**src/rtl/cpu_pkg.sv**
```systemverilog
// Shared CPU datapath constants: ALU operation encodings and default width.
// Latency: n/a (constants only).
// Backpressure: n/a.
package cpu_pkg;

  // Encoding of the add/subtract select bit
  localparam logic ALU_OP_ADD = 1'b0;
  localparam logic ALU_OP_SUB = 1'b1;

  // Default datapath width
  localparam int DATA_WIDTH = 8;

endpackage

```
**src/rtl/pipelined_adder_if.sv**
```systemverilog
// Operand/result bus of the pipelined adder: valid/ready in, valid/ready out.
// Latency: n/a (wiring only).
// Backpressure: out_ready from the consumer, in_ready back to the producer.
// Ports: in_valid/in_ready/a/b/sub (operand beat), out_valid/out_ready/
//        sum/carry/overflow/zero/negative (result beat).
interface pipelined_adder_if #(
  parameter int WIDTH = cpu_pkg::DATA_WIDTH
);
  logic             in_valid;
  logic             in_ready;
  logic [WIDTH-1:0] a;
  logic [WIDTH-1:0] b;
  logic             sub;
  logic             out_valid;
  logic             out_ready;
  logic [WIDTH-1:0] sum;
  logic             carry;
  logic             overflow;
  logic             zero;
  logic             negative;

  // Producer/consumer side
  modport master (
    output in_valid, a, b, sub, out_ready,
    input  in_ready, out_valid, sum, carry, overflow, zero, negative
  );

  // Adder side
  modport slave (
    input  in_valid, a, b, sub, out_ready,
    output in_ready, out_valid, sum, carry, overflow, zero, negative
  );
endinterface

```
**src/rtl/adder_chunk.sv**
```systemverilog
// Combinational C-bit adder slice with carry-in.
// Latency: 0 cycles (purely combinational).
// Backpressure: none.
// Ports: a_i/b_i operands, c_i carry-in, sum_o, cout_o carry-out,
//        cmsb_o carry into the MSB (for signed overflow detection).
module adder_chunk #(
  parameter int C = 4
) (
  input  logic [C-1:0] a_i,
  input  logic [C-1:0] b_i,
  input  logic         c_i,
  output logic [C-1:0] sum_o,
  output logic         cout_o,
  output logic         cmsb_o
);
  logic [C:0] full;

  assign full   = {1'b0, a_i} + {1'b0, b_i} + {{C{1'b0}}, c_i};
  assign sum_o  = full[C-1:0];
  assign cout_o = full[C];
  // The MSB sum bit is a^b^cin, so the carry into it falls out directly;
  // this also holds for a 1-bit slice.
  assign cmsb_o = full[C-1] ^ a_i[C-1] ^ b_i[C-1];
endmodule

```
**src/rtl/pipelined_adder.sv**
```systemverilog
// Pipelined WIDTH-bit add/subtract, one C=WIDTH/STAGES chunk per stage, with flags.
// Latency: STAGES cycles accept-to-out_valid; one beat per cycle throughput.
// Backpressure: ready_k = !valid_k || ready_k+1; stalled stages hold contents.
// Ports: clk, rst_n (async active-low), bus (slave side of pipelined_adder_if).
// WIDTH must be a multiple of STAGES, STAGES >= 1.
module pipelined_adder
  import cpu_pkg::*;
#(
  parameter int WIDTH  = DATA_WIDTH,
  parameter int STAGES = 2
) (
  input logic              clk,
  input logic              rst_n,
  pipelined_adder_if.slave bus
);
  localparam int C = WIDTH / STAGES;
  localparam int L = STAGES - 1;

  // Stage registers: each stage holds one complete in-flight beat
  logic             valid_q [STAGES];
  logic [WIDTH-1:0] a_q     [STAGES];
  logic [WIDTH-1:0] b_q     [STAGES];   // B already inverted for subtraction
  logic [WIDTH-1:0] sum_q   [STAGES];   // chunks 0..k valid after stage k
  logic             carry_q [STAGES];
  logic             ovf_q, zero_q, neg_q;

  logic [STAGES:0]  rdy;

  // What each stage would load: previous stage contents (or the input bus)
  logic             src_v [STAGES];
  logic [WIDTH-1:0] src_a [STAGES];
  logic [WIDTH-1:0] src_b [STAGES];
  logic [WIDTH-1:0] src_s [STAGES];
  logic             src_c [STAGES];

  logic [C-1:0]     chunk_a    [STAGES];
  logic [C-1:0]     chunk_b    [STAGES];
  logic [C-1:0]     chunk_sum  [STAGES];
  logic             chunk_cout [STAGES];
  logic             chunk_cmsb [STAGES];

  logic [WIDTH-1:0] sum_d [STAGES];
  logic             ovf_d, zero_d, neg_d;

  // Ready ripples backwards from the consumer in the same cycle
  always_comb begin
    rdy[STAGES] = bus.out_ready;
    for (int k = STAGES - 1; k >= 0; k--) begin
      rdy[k] = !valid_q[k] || rdy[k+1];
    end
  end

  always_comb begin
    src_v[0] = bus.in_valid;
    src_a[0] = bus.a;
    src_b[0] = (bus.sub == ALU_OP_SUB) ? ~bus.b : bus.b;
    src_s[0] = '0;
    src_c[0] = bus.sub;   // +1 of the two's-complement negation
    for (int k = 1; k < STAGES; k++) begin
      src_v[k] = valid_q[k-1];
      src_a[k] = a_q[k-1];
      src_b[k] = b_q[k-1];
      src_s[k] = sum_q[k-1];
      src_c[k] = carry_q[k-1];
    end
    for (int k = 0; k < STAGES; k++) begin
      chunk_a[k] = src_a[k][k*C +: C];
      chunk_b[k] = src_b[k][k*C +: C];
    end
  end

  for (genvar g = 0; g < STAGES; g++) begin : g_chunk
    adder_chunk #(.C(C)) u_chunk (
      .a_i    (chunk_a[g]),
      .b_i    (chunk_b[g]),
      .c_i    (src_c[g]),
      .sum_o  (chunk_sum[g]),
      .cout_o (chunk_cout[g]),
      .cmsb_o (chunk_cmsb[g])
    );
  end

  always_comb begin
    for (int k = 0; k < STAGES; k++) begin
      sum_d[k]              = src_s[k];
      sum_d[k][k*C +: C]    = chunk_sum[k];
    end
    ovf_d  = chunk_cmsb[L] ^ chunk_cout[L];
    zero_d = ~|sum_d[L];
    neg_d  = sum_d[L][WIDTH-1];
  end

  always_ff @(posedge clk or negedge rst_n) begin
    if (!rst_n) begin
      for (int k = 0; k < STAGES; k++) begin
        valid_q[k] <= 1'b0;
        a_q[k]     <= '0;
        b_q[k]     <= '0;
        sum_q[k]   <= '0;
        carry_q[k] <= 1'b0;
      end
      ovf_q  <= 1'b0;
      zero_q <= 1'b0;
      neg_q  <= 1'b0;
    end else begin
      for (int k = 0; k < STAGES; k++) begin
        if (rdy[k]) begin
          valid_q[k] <= src_v[k];
          // Payload only moves with a valid beat, so the last result stays
          // visible (and stable) after it has been consumed.
          if (src_v[k]) begin
            a_q[k]     <= src_a[k];
            b_q[k]     <= src_b[k];
            sum_q[k]   <= sum_d[k];
            carry_q[k] <= chunk_cout[k];
          end
        end
      end
      if (rdy[L] && src_v[L]) begin
        ovf_q  <= ovf_d;
        zero_q <= zero_d;
        neg_q  <= neg_d;
      end
    end
  end

  assign bus.in_ready  = rdy[0];
  assign bus.out_valid = valid_q[L];
  assign bus.sum       = sum_q[L];
  assign bus.carry     = carry_q[L];
  assign bus.overflow  = ovf_q;
  assign bus.zero      = zero_q;
  assign bus.negative  = neg_q;
endmodule

```
**src/flat_wrapper.sv**
```systemverilog
// flat-port wrapper written by rule: the top's interface ports become plain ports
module pipelined_adder_flat import cpu_pkg::*;
#(
  parameter int WIDTH  = DATA_WIDTH,
  parameter int STAGES = 2
)
  (clk, rst_n, bus_in_valid, bus_a, bus_b, bus_sub, bus_out_ready, bus_in_ready, bus_out_valid, bus_sum, bus_carry, bus_overflow, bus_zero, bus_negative);
  pipelined_adder_if #(.WIDTH(WIDTH)) bus_i ();
  input logic clk;
  input logic rst_n;
  input wire logic [$bits(bus_i.in_valid)-1:0] bus_in_valid;
  input wire logic [$bits(bus_i.a)-1:0] bus_a;
  input wire logic [$bits(bus_i.b)-1:0] bus_b;
  input wire logic [$bits(bus_i.sub)-1:0] bus_sub;
  input wire logic [$bits(bus_i.out_ready)-1:0] bus_out_ready;
  output wire logic [$bits(bus_i.in_ready)-1:0] bus_in_ready;
  output wire logic [$bits(bus_i.out_valid)-1:0] bus_out_valid;
  output wire logic [$bits(bus_i.sum)-1:0] bus_sum;
  output wire logic [$bits(bus_i.carry)-1:0] bus_carry;
  output wire logic [$bits(bus_i.overflow)-1:0] bus_overflow;
  output wire logic [$bits(bus_i.zero)-1:0] bus_zero;
  output wire logic [$bits(bus_i.negative)-1:0] bus_negative;
  assign bus_i.in_valid = bus_in_valid;
  assign bus_i.a = bus_a;
  assign bus_i.b = bus_b;
  assign bus_i.sub = bus_sub;
  assign bus_i.out_ready = bus_out_ready;
  assign bus_in_ready = bus_i.in_ready;
  assign bus_out_valid = bus_i.out_valid;
  assign bus_sum = bus_i.sum;
  assign bus_carry = bus_i.carry;
  assign bus_overflow = bus_i.overflow;
  assign bus_zero = bus_i.zero;
  assign bus_negative = bus_i.negative;
  pipelined_adder #(.WIDTH(WIDTH), .STAGES(STAGES)) u_core (.clk(clk), .rst_n(rst_n), .bus(bus_i));
endmodule
```
**config.mk**
```make
export PLATFORM = sky130hd
export DESIGN_NAME = pipelined_adder_flat
export DESIGN_NICKNAME = d
export VERILOG_FILES = /design/src/rtl/cpu_pkg.sv /design/src/rtl/pipelined_adder_if.sv /design/src/rtl/adder_chunk.sv /design/src/rtl/pipelined_adder.sv /design/src/flat_wrapper.sv
export SDC_FILE = /design/constraint.sdc
export NUM_CORES = 1
export LEC_CHECK = 0
export ABC_AREA = 1
export CORE_MARGIN = 3
export CORE_UTILIZATION = 55
export DETAILED_ROUTE_END_ITERATION = 8
export DONT_BUFFER_PORTS = 1
export GPL_TIMING_DRIVEN = 0
export PLACE_DENSITY = 0.77
export REMOVE_ABC_BUFFERS = 1
export SYNTH_ARGS = -nofsm -noshare
export SYNTH_HDL_FRONTEND = slang
export SYNTH_SLANG_ARGS = --single-unit
```
**constraint.sdc**
```tcl
create_clock -name clk -period 2.5 [get_ports clk]
set_input_delay 0 -clock clk [delete_from_list [all_inputs] [get_ports clk]]
set_output_delay 0 -clock clk [all_outputs]
set_load 0.02 [all_outputs]
```
==> impl_metrics.tcl, run 1 <==
set metrics [dict create \
    hpwl_um 1955 \
    grt_pass1_wl_um 4968 \
    crit_path_frequent_cell "nand2_1" \
    slowest_stage "fa_1" \
    whs_ns 0.04033 \
    cts_resized 0 \
    core_mm2 0.002361 \
    yosysTopAreaCell "dfrtp_1" \
    cp-end-kind "flip-flop" \
    fillers 157 \
    netlist_area_mm2 0.001446 \
    diodes 0 \
    ios 35 \
    post_cts_buffers 0 \
    cts_tree "built" \
    grt_max_degree 27 \
    power_density_mw_per_mm2 823.9 \
    yosys_register_bits 26 \
    rrSetupSlack_ns 0.54 \
    start_util 0.6126 \
    overflow 0 \
    gp_congestion 0.8446 \
    cp-startpoint "u_core.carry_q[1]" \
    wl_per_cell_um 13.33 \
    power_leakage_nw 0.8777 \
    setup_tns_ns 0 \
    syn_inst 165 \
    avgSynthCellArea_um2 8.766 \
    comb_power_share 0.305 \
    setup_viol 0 \
    clock-sinks 26 \
    p_int_mw 0.8835 \
    synth_top_cell_area_share 0.4498 \
    vias 1152 \
    synthDistinctLibCells 23 \
    hp-class "primary input to flip-flop" \
    relSlewSlack 0.2727 \
    final_cell_count_no_fill 217 \
    grt_pass1_vias 1160 \
    vdd_drop_max_mv 0.5195 \
    synth_area_leaders "dfrtp_1 (45%), nand2_1 (11%), inv_1 (6.0%), ha_1 (5.2%), o21ai_0 (4.5%)" \
    p_sw_frac 0.3834 \
    worst_pin_slew_ns 1.087 \
    critical_path_class "flip-flop to flip-flop" \
    p_clk_frac 0.197 \
    seq_area_um2 650.6 \
    htreeDepth 1 \
    vias_per_cell 5.309 \
    fp.dieArea_mm2 0.003281 \
    drc 0 \
    fin_crit_ns 1.960 \
    crit_chain "inv_1, fa_1, fa_1, inv_1, nand3_1, nand2_1, nand2_1, nand2_1, inv_1, nand2_1, nand3_1" \
    gr-usage-met3 0.05430 \
    layout_commonest_cell "nand2_1" \
    fin_crit_sh 0.7841 \
    clock_skew_ns 0.003274 \
    area_delta_synth_final_pct 20.24 \
    fp.dieW_um 57.28 \
    worstPathBufferInverterCount 3 \
    cp.arrival_ns 2.18 \
    antenna_found_initial 0 \
    max_freq_mhz 510.2 \
    cts_hold_buf 25 \
    numCtsBuffers 3 \
    finalMaxSlewViolations 0 \
    rr_endpoint "u_core.bus.overflow" \
    cap_viol_max_count 0 \
    r2r_start "u_core.carry_q[1]" \
    drive_above_1_share 0.09524 \
    final_antenna_net_count 0 \
    multi_input_area_um2 656.9 \
    firstDrtPassIters 4 \
    die_h_um 57.28 \
    fp-row-count 17 \
    final_nets 220 \
    rsz0062_at_grt "false" \
    root_buffer "clkbuf_4" \
    cp-start-kind "flip-flop" \
    synth_warnings 0 \
    cp_top_family "adder cells" \
    cp.depth 11 \
    required_ns 2.72 \
    p_switching_mw 0.5494 \
    yosysSeqAreaShare 0.4498 \
    clkTransAtPathRegs_ns 0.14 \
    r2r_cells 11 \
    p_seq_frac 0.498 \
    outcome "complete, no violations" \
    hold_viol 0 \
    crit_path_max_incr_delay_ns 0.49 \
    dr.first_iter.drc_count 60 \
    grtUsageMet1 0.2217 \
    cp_max_fo 3 \
    grt.busiest_layer "met2" \
    crit_path_end "u_core.bus.overflow" \
    use_met2 0.3491 \
    portBuffers 0 \
    drt_wl_total_um 2893 \
    grt_usage 0.1910 \
    clk_latency_ns 0.31 \
    final_cell_mix "nand2_1 (43), dfrtp_1 (26), dlygate4sd3_1 (25)" \
    cts_buffer_depth 2 \
    placedCellCount 188 \
]
power by group through the flow:
| stage | registers (mW) | clock network (mW) | logic [mW] |
|---|---|---|---|
| after floorplan | 0.701 | 0 | 0.295 |
| after global placement | 0.717 | 0 | 0.339 |
| after detailed placement | 0.724 | 0 | 0.361 |
| after CTS | 0.715 | 0.288 | 0.429 |
| after global routing | 0.729 | 0.302 | 0.502 |
| final | 0.714 | 0.283 | 0.437 |
flip-flops by register name, summed over array words and instances, names as in the netlist, 4 cells and up:
register and count:
u_core.b_q 4, u_core.a_q 4, u_core.src_s 4, u_core.bus.sum 7
metal layers:
metal	part of all wire	up-vias	wire, um
li1	-	565	-
met1	0.42	543	1224
met2	0.52	40	1495
met3	0.050	4	146
met4	0.0093	0	27
met5	0	-	0
stage by stage:
step	total power, mW	util	instance area [um^2]	setup slack (ns)
6_report	1.433	0.7366	1739	0.5399
3_3_place_gp	1.056	0.6084	1436	0.6245
4_1_cts	1.432	0.7366	1739	0.5563
3_5_place_dp	1.085	0.6084	1436	0.5931
5_1_grt	1.533	0.7366	1739	0.3643
2_1_floorplan	0.9962	-	1401	0.7210
worst min-delay path by stage:
| stage | endpoint | cells past startpoint | startpoint |
|---|---|---|---|
| 2_1_floorplan | u_core.a_q[12] | 0 | rst_n |
| 3_3_place_gp | u_core.bus.sum[2] | 0 | rst_n |
| 3_5_place_dp | u_core.bus.sum[1] | 0 | rst_n |
| 4_1_cts | u_core.carry_q[1] | 3 | bus_a[3] |
| 5_1_grt | u_core.src_s[3] | 5 | bus_b[0] |
| 6_report | u_core.src_s[3] | 5 | bus_b[0] |
cell families (layout without fill, tap and decap cells):
| kind of cell | count (synthesis) | after routing | synth area share |
|---|---|---|---|
| AO/OA/AOI/OAI | 25 | 25 | 0.1064 |
| XOR/XNOR | 9 | 9 | 0.05449 |
| adder cells (fa/ha/maj) | 9 | 9 | 0.09343 |
| buffers and inverters | 30 | 54 | 0.09602 |
| flip-flops | 26 | 26 | 0.4498 |
| AND/OR/NAND/NOR | 66 | 66 | 0.1998 |
Yosys cell counts (all sizes together):
library cell	instances
nand2	46
dfrtp	26
o31ai	1
a22oi	1
nand4	1
a31oi	1
fa	3
ha	6
o21ai	19
a21oi	3
xor2	4
nand3	11
nor2	8
inv	25
xnor2	5
buf	5
worst register-to-register path: cells and delay by family, from the launching register on:
kind          cells  cell delay, ns
fa+ha+maj         2            0.91
flops             1            0.35
buf+inv           3            0.19
simple gates      6            0.43
final cells by class:
| type | instances | share of cell area |
|---|---|---|
| clock buffer | 3 | 0.01295 |
| clock inverter | 1 | 0.01727 |
| inverter | 25 | 0.05396 |
| multi-input combinational | 109 | 0.3777 |
| sequential | 26 | 0.3741 |
| tap | 28 | 0.02014 |
| timing repair buffer | 25 | 0.1439 |
(Power assumes the default switching activity.)
==> run 2: changes to the inputs <==
Settings changed: PLACE_DENSITY 0.77 to 0.8.
Clock period 2.5 ns to 1.6 ns, I/O delays scaled along.
==> run 2 against run 1 <==
Net effect:
- the flow now finishes with violations (setup timing)
- die area is the same
- register-to-register slack lost 0.75 ns
- total power grew 58%
- non-clock buffer count down 5
- critical path depth did not move
- clock skew rose by 0.00073 ns
- clock-buffer cell count did not move
- worst hold slack got worse by 0.014 ns
==> impl_metrics.tcl, run 2 (synthesis results as in run 1) <==
set metrics [dict create \
    htreeDepth 1 \
    cts_buffer_depth 2 \
    cp-start-kind "flip-flop" \
    r2r_cells 11 \
    fin_crit_sh 1.129 \
    start_util 0.6126 \
    final_antenna_net_count 0 \
    gp_congestion 0.8409 \
    outcome "finished, violations left" \
    rrSetupSlack_ns -0.21 \
    max_freq_mhz 553.8 \
    grt_pass1_wl_um 5112 \
    crit_chain "inv_2, fa_2, fa_2, inv_2, nand3_4, nand2_2, nand2_1, nand2_1, inv_1, nand2_1, nand3_1" \
    clock_skew_ns 0.004003 \
    violations "setup timing" \
    final_area_mm2 0.001724 \
    cp.arrival_ns 2.03 \
    final_nets 215 \
    slowest_stage "fa_2" \
    total_power_mw 2.264 \
    final_core_util 0.7303 \
    crit_path_frequent_cell "nand2_1" \
    postLayoutSetupSlackWorst_ns -0.2056 \
    ios 35 \
    cp_top_family "adder cells" \
    vias 1135 \
    vdd_drop_max_mv 1.050 \
    setup_tns_ns -0.4675 \
    hp-class "primary input to flip-flop" \
    rr_endpoint "u_core.bus.overflow" \
    power_leakage_nw 0.8567 \
    crit_path_max_incr_delay_ns 0.41 \
    dr.first_iter.drc_count 45 \
    core_mm2 0.002361 \
    multi_input_area_um2 684.4 \
    largest_reg_flops 7 \
    final_cell_mix "nand2_1 (42), dfrtp_1 (26), inv_1 (20)" \
    finalMaxSlewViolations 0 \
    firstDrtPassIters 4 \
    clock-sinks 26 \
    drc 0 \
    grt_max_degree 27 \
    die_h_um 57.28 \
    rsz0062_at_grt "true" \
    placedCellCount 188 \
    dpl_cell_area_mm2 0.001436 \
    r2r_start "u_core.b_q[12]" \
    root_buffer "clkbuf_4" \
    pre_cts_slack_ns -0.3231 \
    worst_pin_slew_ns 0.3956 \
    vias_per_cell 5.354 \
    cts_tree "built" \
    area_delta_synth_final_pct 19.20 \
    hpwl_um 2016 \
    grt_usage 0.1988 \
    hold_viol 0 \
    clkTransAtPathRegs_ns 0.14 \
    critical_path_class "flip-flop to flip-flop" \
    setup_viol 3 \
    holdPathStages 4 \
    power_density_mw_per_mm2 1313 \
    diodes 0 \
    cap_viol_max_count 0 \
    fp.dieW_um 57.28 \
    drive_above_1_share 0.1522 \
    portBuffers 0 \
    seq_area_um2 650.6 \
    hp-start "bus_a[3]" \
    clk_latency_ns 0.32 \
    fp-row-count 17 \
    final_cell_count_no_fill 212 \
    fin_crit_ns 1.806 \
    required_ns 1.82 \
    cp-end-kind "flip-flop" \
    fp.dieArea_mm2 0.003281 \
    whs_ns 0.02632 \
    antenna_found_initial 0 \
    layout_commonest_cell "nand2_1" \
    overflow 0 \
    grt_pass1_vias 1177 \
    holdPathEnd "u_core.src_s[3]" \
    numCtsBuffers 3 \
    cp_max_fo 3 \
    worstPathBufferInverterCount 3 \
    drt_wl_total_um 2876 \
    relSlewSlack 0.7363 \
    wl_per_cell_um 13.57 \
    fillers 162 \
]
## run 2: changes by cell type in the layout (fill, tap and decap cells not counted), moves of 2 or more
cell / previous run / this run
dlygate4sd3_1: 25 / 18
fa_2: 0 / 2
inv_2: 2 / 5
fa_1: 3 / 1
inv_1: 23 / 20
## run 2: power by group
group / total, mW / leakage (nW) / switching, mW / internal [mW]
logic: 0.695 / 0.512 / 0.405 / 0.290
clock network: 0.452 / 0.0279 / 0.198 / 0.253
registers: 1.12 / 0.317 / 0.286 / 0.832
## run 2: worst max path at each step
stage	start	depth (start not counted)	end
3_5_place_dp	u_core.carry_q[1]	11	u_core.bus.overflow
5_1_grt	u_core.b_q[12]	11	u_core.bus.overflow
2_1_floorplan	u_core.carry_q[1]	11	u_core.bus.overflow
3_3_place_gp	u_core.carry_q[1]	11	u_core.bus.overflow
6_report	u_core.b_q[12]	11	u_core.bus.overflow
4_1_cts	u_core.b_q[12]	11	u_core.bus.overflow
## run 2: timing repair
| action | 4_1_cts | 5_1_grt |
|---|---|---|
| hold buffers | 19 | 0 |
| setup buffers | 0 | 1 |
| endpoints found under the hold margin | 40 | 0 |
| endpoints found under the setup margin | 6 | 6 |
| pin swaps | 4 | 4 |
| gates resized for setup | 4 | 6 |
## run 2: layout make-up
cell class,count,share of cell area
clock buffers,3,0.01306
well taps,28,0.02032
multi-input cells,109,0.3970
inverters,25,0.05443
clock inverters,1,0.01742
flip-flops and latches,26,0.3774
repair buffers,20,0.1205
## run 2: metal layers
layer / wire length [um] / part of all wire / GRT usage / vias to the layer above
li1: - / - / - / 561
met1: 1173 / 0.41 / 0.2427 / 531
met2: 1460 / 0.51 / 0.3393 / 34
met3: 168 / 0.058 / 0.03620 / 9
met4: 73 / 0.025 / 0.09272 / 0
met5: 0 / 0 / 0 / -
## run 2: tightest hold or removal path, cell delays in order
cell and delay, ns:
ha_1 0.14, nand2_1 0.07, nand3_2 0.07, o21ai_2 0.05
==> run 3: changes to the inputs <==
Settings changed: CELL_PAD_IN_SITES_DETAIL_PLACEMENT set to 1, CELL_PAD_IN_SITES_GLOBAL_PLACEMENT set to 1, CORE_UTILIZATION 55 to 41.
==> run 3 against run 2 <==
Net effect:
- the flow still finishes with violations (setup timing)
- core utilization down 20 points
- flip-flop and latch count unchanged
- first-iteration DRC count down 36%
- non-clock buffer count up 1
- clock skew up 0.00071 ns
- clock power down 40%
- sequential share of layout area up 0.39 points
- fmax up 0.79%
- critical path type unchanged
- largest cell class unchanged
- highest routed layer unchanged
==> impl_metrics.tcl, run 3 (synthesis results as in run 1) <==
set metrics [dict create \
    outcome "finished, violations left" \
    violations "setup timing" \
    fin_crit_ns 1.791 \
    drt_wl_total_um 3168 \
    fin_crit_sh 1.120 \
    fp.dieArea_mm2 0.004277 \
    worstPathBufferInverterCount 3 \
    final_cell_mix "nand2_1 (42), dfrtp_1 (26), inv_1 (20)" \
    die_h_um 65.40 \
    hpwl_um 2406 \
    whs_ns 0.02008 \
    diodes 0 \
    root_buffer "clkbuf_4" \
    core_mm2 0.003203 \
    clock-sinks 26 \
    multi_input_area_um2 669.4 \
    final_nets 216 \
    pre_cts_slack_ns -0.3528 \
    cp_top_family "adder cells" \
    critical_path_class "flip-flop to flip-flop" \
    antenna_found_initial 0 \
    overflow 0 \
    final_area_mm2 0.001707 \
    cts_tree "built" \
    dr.first_iter.drc_count 29 \
    dpl_cell_area_mm2 0.001456 \
    relSlewSlack 0.7446 \
    fillers 399 \
    firstDrtPassIters 4 \
    cp_max_fo 3 \
    power_density_mw_per_mm2 1216 \
    met2WireLength_um 1749 \
    power_leakage_nw 0.8457 \
    clkTransAtPathRegs_ns 0.14 \
    largest_reg_flops 7 \
    grt_usage 0.1701 \
    portBuffers 0 \
    cp-end-kind "flip-flop" \
    drc 0 \
    grt_pass1_vias 1307 \
    wl_met1_um 1235 \
    highest_layer "met4" \
    final_antenna_net_count 0 \
    postLayoutSetupSlackWorst_ns -0.1914 \
    worst_pin_slew_ns 0.3831 \
    start_util 0.4516 \
    clock_skew_ns 0.004710 \
    vias_per_cell 4.912 \
    seq_area_um2 650.6 \
    fp.dieW_um 65.40 \
    finalMaxSlewViolations 0 \
    max_freq_mhz 558.2 \
    crit_chain "inv_2, fa_2, fa_2, inv_2, nand3_2, nand2_1, nand2_1, nand2_2, inv_2, nand2_1, nand3_1" \
    grt_pass1_wl_um 5658 \
    route.met3.wl_um 154 \
    htreeDepth 1 \
    ios 35 \
    vias 1120 \
    final_core_util 0.5328 \
    crit_path_max_incr_delay_ns 0.40 \
    vdd_drop_max_mv 0.3856 \
    gp_congestion 0.7615 \
    clk_latency_ns 0.31 \
    hp-class "primary input to flip-flop" \
    wl_per_cell_um 13.89 \
    cts_buffer_depth 2 \
    cap_viol_max_count 0 \
    fp-row-count 20 \
    grt_max_degree 27 \
    setup_viol 3 \
    drive_above_1_share 0.1467 \
    setup_tns_ns -0.3911 \
    slowest_stage "fa_2" \
    cp.arrival_ns 2.01 \
    area_delta_synth_final_pct 17.99 \
    numCtsBuffers 3 \
    layout_commonest_cell "nand2_1" \
    cp-start-kind "flip-flop" \
    hold_viol 0 \
    required_ns 1.81 \
    rsz0062_at_grt "true" \
]
-- run 3: timing repair --
action,in CTS,in global routing
endpoints found under the setup margin,5,5
endpoints found under the hold margin,40,0
resized for setup,4,3
buffers inserted,1,1
hold buffers,19,0
pin swaps,2,1
-- run 3: per-layer routing --
layer	global-route usage	vias up
met5	0	-
met4	0.05440	0
met3	0.02564	2
met2	0.3300	25
met1	0.1865	539
li1	-	554
-- run 3: final cells by class --
type	instances	area share
Clock buffer	3	0.01320
Inverter	25	0.05499
Multi-Input combinational cell	109	0.3922
Sequential cell	26	0.3812
Tap cell	44	0.03226
Timing Repair Buffer	21	0.1261
-- run 3: power breakdown --
part / internal (mW) / switching (mW) / leakage, nW
clock network: 0.0880 / 0.183 / 0.0138
logic: 0.286 / 0.400 / 0.515
registers: 0.832 / 0.286 / 0.317
-- run 3: stage by stage --
step | cells | power (mW)
after floorplan | 160 | 1.557
after global placement | 204 | 1.665
after detailed placement | 204 | 1.726
after CTS | 227 | 2.085
after global routing | 228 | 2.262
final | 228 | 2.075
-- run 3: path summary, 6_finish.rpt --
| path | end | slack [ns] | depth (start not counted) | start |
|---|---|---|---|---|
| worst max-delay path | u_core.bus.overflow | -0.19 | 11 | u_core.carry_q[1] |
| worst min-delay path | u_core.carry_q[1] | 0.02 | 3 | bus_a[3] |
| worst max register to register | u_core.bus.overflow | -0.19 | 11 | u_core.carry_q[1] |
| worst min register to register | u_core.src_s[0] | 0.52 | 2 | u_core.src_s[0] |
| max in group asynchronous | u_core.a_q[12] | 1.35 | 2 | rst_n |
| min in group asynchronous | u_core.bus.zero | 0.10 | 2 | rst_n |
-- run 3: tightest hold or removal path, stage by stage --
cell and delay [ns]:
ha_1 0.12, nor2_1 0.05, a22oi_1 0.12
